===== config.mk =====
export PLATFORM = sky130hd
export DESIGN_NAME = divisor_unit
export DESIGN_NICKNAME = d
export VERILOG_FILES = /design/src/rtl/divisor_unit_pkg.sv /design/src/rtl/divisor_step.sv /design/src/rtl/divisor_unit.sv
export SDC_FILE = /design/constraint.sdc
export NUM_CORES = 1
export LEC_CHECK = 0
export CORE_AREA = 2 2 174 176
export DETAILED_ROUTE_END_ITERATION = 7
export DIE_AREA = 0 0 176 178
export PLACE_DENSITY = 0.67
export SYNTH_ARGS = -nofsm -noshare
export SYNTH_HDL_FRONTEND = slang
export SYNTH_HIERARCHICAL = 1
export SYNTH_SLANG_ARGS = --single-unit
export TNS_END_PERCENT = 50

===== constraint.sdc =====
create_clock -name clk -period 3.1 [get_ports clk]
set_input_delay 0.775 -clock clk [delete_from_list [all_inputs] [get_ports clk]]
set_output_delay 0.775 -clock clk [all_outputs]
set_load 0.1 [all_outputs]

===== src/rtl/divisor_unit_pkg.sv =====
// ============================================================================
// Module      : divisor_unit_pkg
// Description : Shared types and helpers for the iterative restoring divider.
// Revision    : 1.0
// ============================================================================
`default_nettype none

package divisor_unit_pkg;

    localparam int PARALLELISM_DEFAULT = 32;

    typedef enum logic [1:0] {
        IDLE   = 2'd0,
        DIVIDE = 2'd1,
        DONE   = 2'd2
    } state_e;

    // Bits needed to count down from n-1 to 0.
    function automatic int cnt_width(input int n);
        return (n > 2) ? $clog2(n) : 1;
    endfunction

endpackage

`default_nettype wire


===== src/rtl/divisor_step.sv =====
// ============================================================================
// Module      : divisor_step
// Description : One combinational restoring-division iteration.
// Revision    : 1.0
// ============================================================================
`default_nettype none

module divisor_step #(
    parameter int width = 32
) (
    input  logic [width-1:0] rem_in,
    input  logic             dvd_bit,
    input  logic [width-1:0] dsr_mag,
    output logic [width-1:0] rem_out,
    output logic             q_bit
);

    logic [width:0] shifted;
    logic [width:0] trial;

    // rem_in < dsr_mag keeps |trial| below 2^width, so trial[width] is an exact sign bit.
    always_comb begin
        shifted = {rem_in, dvd_bit};
        trial   = shifted - {1'b0, dsr_mag};
        q_bit   = ~trial[width];
        rem_out = q_bit ? trial[width-1:0] : shifted[width-1:0];
    end

endmodule

`default_nettype wire


===== src/rtl/divisor_unit.sv =====
// ============================================================================
// Module      : divisor_unit
// Description : Multi-cycle signed/unsigned restoring divider, one bit per clock.
// Revision    : 1.0
// ============================================================================
`default_nettype none

module divisor_unit
    import divisor_unit_pkg::*;
#(
    parameter int parallelism = PARALLELISM_DEFAULT
) (
    input  logic                   clk,
    input  logic                   rst_n,
    input  logic                   valid,
    input  logic                   usigned,
    input  logic [parallelism-1:0] divisor,
    input  logic [parallelism-1:0] dividend,
    output logic [parallelism-1:0] reminder,
    output logic [parallelism-1:0] quotient,
    output logic                   res_ready
);

    localparam int CNT_W = cnt_width(parallelism);

    state_e                 state_q, state_d;
    logic [CNT_W-1:0]       cnt_q, cnt_d;
    logic [parallelism-1:0] rem_q, rem_d;
    logic [parallelism-1:0] dvd_q, dvd_d;
    logic [parallelism-1:0] dsr_q, dsr_d;
    logic                   q_neg_q, q_neg_d;
    logic                   r_neg_q, r_neg_d;
    logic                   dz_q, dz_d;
    logic [parallelism-1:0] quotient_q, quotient_d;
    logic [parallelism-1:0] reminder_q, reminder_d;
    logic                   res_ready_q, res_ready_d;

    logic [parallelism-1:0] step_rem;
    logic                   step_q;
    logic                   is_signed;

    divisor_step #(
        .width(parallelism)
    ) u_step (
        .rem_in (rem_q),
        .dvd_bit(dvd_q[parallelism-1]),
        .dsr_mag(dsr_q),
        .rem_out(step_rem),
        .q_bit  (step_q)
    );

    always_comb begin
        state_d     = state_q;
        cnt_d       = cnt_q;
        rem_d       = rem_q;
        dvd_d       = dvd_q;
        dsr_d       = dsr_q;
        q_neg_d     = q_neg_q;
        r_neg_d     = r_neg_q;
        dz_d        = dz_q;
        quotient_d  = quotient_q;
        reminder_d  = reminder_q;
        res_ready_d = 1'b0;
        is_signed   = ~usigned;

        unique case (state_q)
            IDLE: begin
                if (valid) begin
                    state_d = DIVIDE;
                    cnt_d   = CNT_W'(parallelism - 1);
                    rem_d   = '0;
                    // Most-negative magnitude stays 2^(parallelism-1) read as unsigned.
                    dvd_d   = (is_signed && dividend[parallelism-1]) ? -dividend : dividend;
                    dsr_d   = (is_signed && divisor[parallelism-1])  ? -divisor  : divisor;
                    q_neg_d = is_signed & (dividend[parallelism-1] ^ divisor[parallelism-1]);
                    r_neg_d = is_signed & dividend[parallelism-1];
                    dz_d    = (divisor == '0);
                end
            end
            DIVIDE: begin
                rem_d = step_rem;
                dvd_d = {dvd_q[parallelism-2:0], step_q};
                cnt_d = cnt_q - 1'b1;
                if (cnt_q == '0) begin
                    state_d = DONE;
                end
            end
            DONE: begin
                // Divide-by-zero remainder is already the dividend; only the quotient needs overriding.
                quotient_d  = dz_q ? '1 : (q_neg_q ? -dvd_q : dvd_q);
                reminder_d  = r_neg_q ? -rem_q : rem_q;
                res_ready_d = 1'b1;
                state_d     = IDLE;
            end
            default: state_d = IDLE;
        endcase
    end

    always_ff @(posedge clk or negedge rst_n) begin
        if (!rst_n) begin
            state_q     <= IDLE;
            cnt_q       <= '0;
            rem_q       <= '0;
            dvd_q       <= '0;
            dsr_q       <= '0;
            q_neg_q     <= 1'b0;
            r_neg_q     <= 1'b0;
            dz_q        <= 1'b0;
            quotient_q  <= '0;
            reminder_q  <= '0;
            res_ready_q <= 1'b0;
        end else begin
            state_q     <= state_d;
            cnt_q       <= cnt_d;
            rem_q       <= rem_d;
            dvd_q       <= dvd_d;
            dsr_q       <= dsr_d;
            q_neg_q     <= q_neg_d;
            r_neg_q     <= r_neg_d;
            dz_q        <= dz_d;
            quotient_q  <= quotient_d;
            reminder_q  <= reminder_d;
            res_ready_q <= res_ready_d;
        end
    end

    assign quotient  = quotient_q;
    assign reminder  = reminder_q;
    assign res_ready = res_ready_q;

endmodule

`default_nettype wire


[Word level (Yosys, flattened, before mapping)]
Cells that the tools add are included.
Word-level totals
  bits in registers: 171
  word-level logic and storage cells: 51
  bits of input ports: 68
  output and inout port bits: 65
Cells by class
  mux-type cells: 16
  add/subtract/negate cells: 6
  bitwise operators: 5
  reduce and logical (&&, ||, !) cells: 9
  eq/ne operators: 4
Operators by type and width (count)
  $mux W32: 8
  $neg A32 Y32: 4
  $pmux W32 S2: 2
  $sub A33 B32 Y33: 1
  $logic_not A32 Y1: 1
  $pmux W5 S2: 1
  $reduce_and A2 Y1: 3
  $logic_not A5 Y1: 1
  $mux W5: 1
  $sub A5 B1 Y5 const B: 1
  $mux W2: 2
  $ne A2 B2 Y1 const B: 2
  $pmux W2 S2: 1
  $and A1 B1 Y1: 2
  $eq A2 B1 Y1 const B: 1
  $eq A2 B2 Y1 const B: 1
  $logic_and A1 B1 Y1: 2
  $logic_not A2 Y1: 1
  $not A1 Y1: 2
  $reduce_bool A2 Y1: 1
  $mux W1: 1
  $xor A1 B1 Y1: 1

[Logic depth before layout (Yosys ltp)]
  depth after elaboration: 5
  gate-level depth with buffers: 16

[By module]
The synthesis kept the hierarchy.
Modules (own cells, without submodules)
  divisor_unit: instances 1, area each 9323.9 um^2, cells an instance 1063, sequential area each 4279.1 um^2
  divisor_step: instances 1, area each 2255.9 um^2, cells an instance 311, sequential area each 0.0 um^2

[Least setup slack after synthesis]
No wires, ideal clock.
  path type: flip-flop to flip-flop
  from: register dvd_q[31]
  to: register rem_q[5]
  slack: -0.093 ns
  cell stages (with the launch flop): 17
  clock period less this slack: 3.193 ns
  data arrival time: 3.058 ns
  cells stage by stage: dfrtp_1 > inv_1 > ha_1 > fa_1 > and2b_1 > o2111ai_1 > a21oi_2 > o2111ai_1 > a211oi_2 > nor2_2 > mux2i_1 > and2_4 > inv_2 > buf_6 > mux2_4 > nand2_1 > o21ai_0
Between the ends
  longest elaborated chain between the ends: 3
RTL lines
  from (decl): RTL line divisor_unit.sv:29  | logic [parallelism-1:0] dvd_q, dvd_d;
  from (signal assigned): RTL line divisor_unit.sv:116  | dvd_q <= dvd_d;
  $sub A33 B32 Y33: RTL line divisor_step.sv:24  | trial = shifted - {1'b0, dsr_mag};
  $mux W32: RTL line divisor_step.sv:26  | rem_out = q_bit ? trial[width-1:0] : shifted[width-1:0];
  via step_rem[5]: RTL line divisor_unit.sv:38  | logic [parallelism-1:0] step_rem;
  $pmux W32 S2: RTL line divisor_unit.sv:66  | unique case (state_q)
  to (signal assigned): RTL line divisor_unit.sv:115  | rem_q <= rem_d;
  to (decl): RTL line divisor_unit.sv:28  | logic [parallelism-1:0] rem_q, rem_d;
The timed path passes the listed nets, and every way through them passes these cells.
A chain may end at the register's enable or synchronous reset.

[Final worst setup path]
  from: register rem_q[12]
  to: register rem_q[7]
Between the ends
  longest elaborated chain between the ends: 3
RTL lines (RTL line)
  $sub A33 B32 Y33: divisor_step.sv:24
  $mux W32: divisor_step.sv:26
  via step_rem[7]: divisor_unit.sv:38
  $pmux W32 S2: divisor_unit.sv:66
The timed path passes the listed nets, and every way through them passes these cells.

==> impl_results.md <==
* Status: complete, but fails checks
* Failing checks: negative setup slack
* Placed inst area at 13800 sq um
* Cells after Synth at ~1400
* Chip height at 178 microns
* Dpl cells at 1921
* Initial antenna violation count at 0
* Nets at 1661
* Pwr Density at around 1400 nW/um^2
* H-tree Lvls at 4
* Hpwl dp at 25100 microns
* Setup Skew at around 14 ps
* Critical path arrival at between 3000 and 4000 ps
* Period minus WS final at about 3100 ps
* Via-per-instance ratio at 5.53
* Initial DRC count at just under 900
* Critical path required time at about 3400 ps
* Max-slew headroom at 43.5%
* Hold-fix buffers at CTS at 0
* Avg Cell Area, Syn at around 8.4 sq um
* Drt drc at 0
* Sink Count at around 170
* Initial core utilization at 39.4%
* Tot GR Track Use at 21.6%
* Critical Path Fanout Max at 11
* Startpoint type of the worst setup path: flop
* Fin crit share at 101%
* Fill count at ~2800
* Final non-filler cell area at 14500 sq um
* Num CTS Buffers at 17
* Final ANT Viol Nets at 0
* Share of layout cells above drive strength 1 at 17.0%
* Row Count at 63
* Die area at 31300 sq um
* Buffer levels on the longest clock path at 2
* Placer congestion estimate at 0.890
* Worst Hold Class: in -> async
* Die width at 176 microns
* Clock Tree Root: clkbuf_16
* Crit path kind: reg -> reg
* Vias in the first global route at 10300
* Setup crit end kind: flop
* Worst Setup Slack, final at -15.9 ps
* IO Pins at 133
* RSZ-0062 raised after global routing: true
* Post-synth EDFFs at 0
* Max-cap violations at 0
* Setup violators final at 8
* Clk_lat worst skew at 440 ps
* Post-synthesis cell type count at 73
* Area grow syn2layout at 25.4%
* First-pass GRT wire length at approximately 54000 microns
* WL/cell at 17.1 microns
* Sequential share of the synthesized area at ~37%
* Max VDD drop at 0.866 mV
* Largest net degree at the start of global routing at 72
* Syn. warnings at 6
* Final Max Slew Viols at 0
* Vias at around 11000
* Cell Count, Final, Fillers Out at 1958
* Core area at around 30000 sq um
* FF+latch count, synth at 171
* CTS tree: built
* Drt pass-1 iters at 5
* Main synth FF type: dfrtp_1
* N_diodes at 0
* Syn Nets at about 1500
* Grt ovf at 0
* Buffers on Ports at between 100 and 150
* Leak at 0.00629 uW
* Synth Cell Area at 11600 sq um
* Worst-path clk slew at approximately 70 ps
* Share of synthesized registers carrying an async set or reset at 100%
* Pre-CTS WS at -56.0 ps
* Max Freq at around 320 MHz
* Post-Route WL at 33500 microns
* Final Hold Fails at 0
* Worst slew pin tran at 847 ps
-- metal layers --
metal / vias up / wire length (microns) / global-route usage [%]
met5: - / 0 / 0
met4: 0 / 434 / 6.06
met3: 33 / 1810 / 3.15
met2: 333 / 14300 / 31.8
met1: 5144 / 17000 / 32.9
li1: 5327 / - / -
-- final timing paths --
| check | start | end | slack [ps] | cells past startpoint |
|---|---|---|---|---|
| max in group asynchronous | rst_n | reminder[9]$_DFFE_PN0P_ | 2040 | 2 |
| worst min-delay path | rst_n | dsr_q[20]$_DFFE_PN0P_ | 280 | 1 |
| worst max-delay path | rem_q[12]$_DFFE_PN0P_ | rem_q[7]$_DFFE_PN0P_ | -20 | 14 |
| min in group clk | quotient[0]$_DFFE_PN0P_ | quotient[0]$_DFFE_PN0P_ | 480 | 2 |
| worst max register to register | rem_q[12]$_DFFE_PN0P_ | rem_q[7]$_DFFE_PN0P_ | -20 | 14 |
| worst min register to register | quotient[0]$_DFFE_PN0P_ | quotient[0]$_DFFE_PN0P_ | 480 | 2 |
-- cell usage after synthesis (14+ instances only) --
cell type / number / area, sq um
or4_1: 14 / 105
xnor2_1: 47 / 412
o21ai_1: 14 / 70.1
xor2_1: 73 / 639
clkbuf_1: 69 / 259
ha_1: 37 / 463
nand3_1: 32 / 160
inv_1: 57 / 214
a31oi_1: 23 / 144
a21oi_1: 82 / 410
mux2_4: 19 / 285
or3_1: 20 / 125
dfrtp_1: 171 / 4280
nor4_1: 24 / 150
o31ai_1: 24 / 180
nand2_1: 169 / 634
mux2i_1: 16 / 160
o41ai_1: 18 / 158
o211ai_1: 15 / 113
nor3_1: 31 / 155
a21o_1: 19 / 143
o21ai_0: 140 / 701
a22oi_1: 24 / 180
nor2_1: 95 / 357
-- power by group --
part           switching [uW]  internal, uW
Combinational            7670          5500
Clock                    1010          1290
Sequential               1010          3220
Total                    9690         10000
-- critical path, stage by stage (launching register included) --
cell	delay (ps)
dfrtp_1	380
ha_1	310
and4_1	250
and3_1	210
a221o_1	330
a21oi_2	180
a211oi_2	100
nor2_2	150
mux2i_1	250
and2_4	200
inv_4	50
buf_12	150
mux2_4	300
nand2_2	50
o21ai_1	80
-- sequential cells by signal, summed over array words and instances (netlist names) --
name and flops:
r_neg_q 1, q_neg_q 1, dvd_q 32, quotient 32, reminder 32, rem_q 32, cnt_q 5, res_ready 1
state_q 2, dz_q 1, dsr_q 32
-- repair_timing --
item,in CTS,in global routing
resized for setup,19,16
pin swaps,4,11
endpoints found under the setup margin,21,33
buffers inserted,2,3
-- layout by cell type (no fill, tap or decap), drive strengths merged, types with 20 or more instances in the layout --
cell / instances
buf: 179
dfrtp: 171
nand2: 169
o21ai: 154
nor2: 96
a21oi: 83
xor2: 73
clkdlybuf4s50: 66
inv: 65
xnor2: 47
ha: 37
nand3: 32
nor3: 31
nor4: 27
a22oi: 24
o31ai: 24
a31oi: 23
mux2: 21
or3: 20
-- through the flow --
stage | TNS [ps] | total power (uW) | util, % | hold WS [ps]
global route | -3600 | 21100 | 49.4 | 308
finish | -66.3 | 19700 | 49.4 | 278
detailed placement | -393 | 16900 | 46.9 | 467
floorplan | 0 | 13200 | - | 446
CTS | -94.9 | 19400 | 49.1 | 291
global placement | 0 | 16600 | 46.9 | 457
-- kinds of logic after synthesis --
group | after synthesis | synth area share [%]
xor gates and xnor gates | 120 | 9.08
muxes | 37 | 4.04
DFF | 171 | 37.0
buffers and inverters | 143 | 4.87
AOI/OAI and AO/OA | 408 | 21.8
and+or+nand+nor | 457 | 19.1
adders and majority gates | 38 | 4.17
-- cell type report --
cell class / count / area [sq um] / area share, %
Clock inverter: 14 / 184 / 1.27
Clock buffer: 18 / 429 / 2.96
Inverter: 60 / 228 / 1.57
Timing Repair Buffer: 245 / 2060 / 14.2
Multi-Input combinational cell: 1060 / 6850 / 47.2
Tap cell: 390 / 488 / 3.36
Sequential cell: 171 / 4280 / 29.5
No activity file was read; power rests on OpenSTA's default activity.
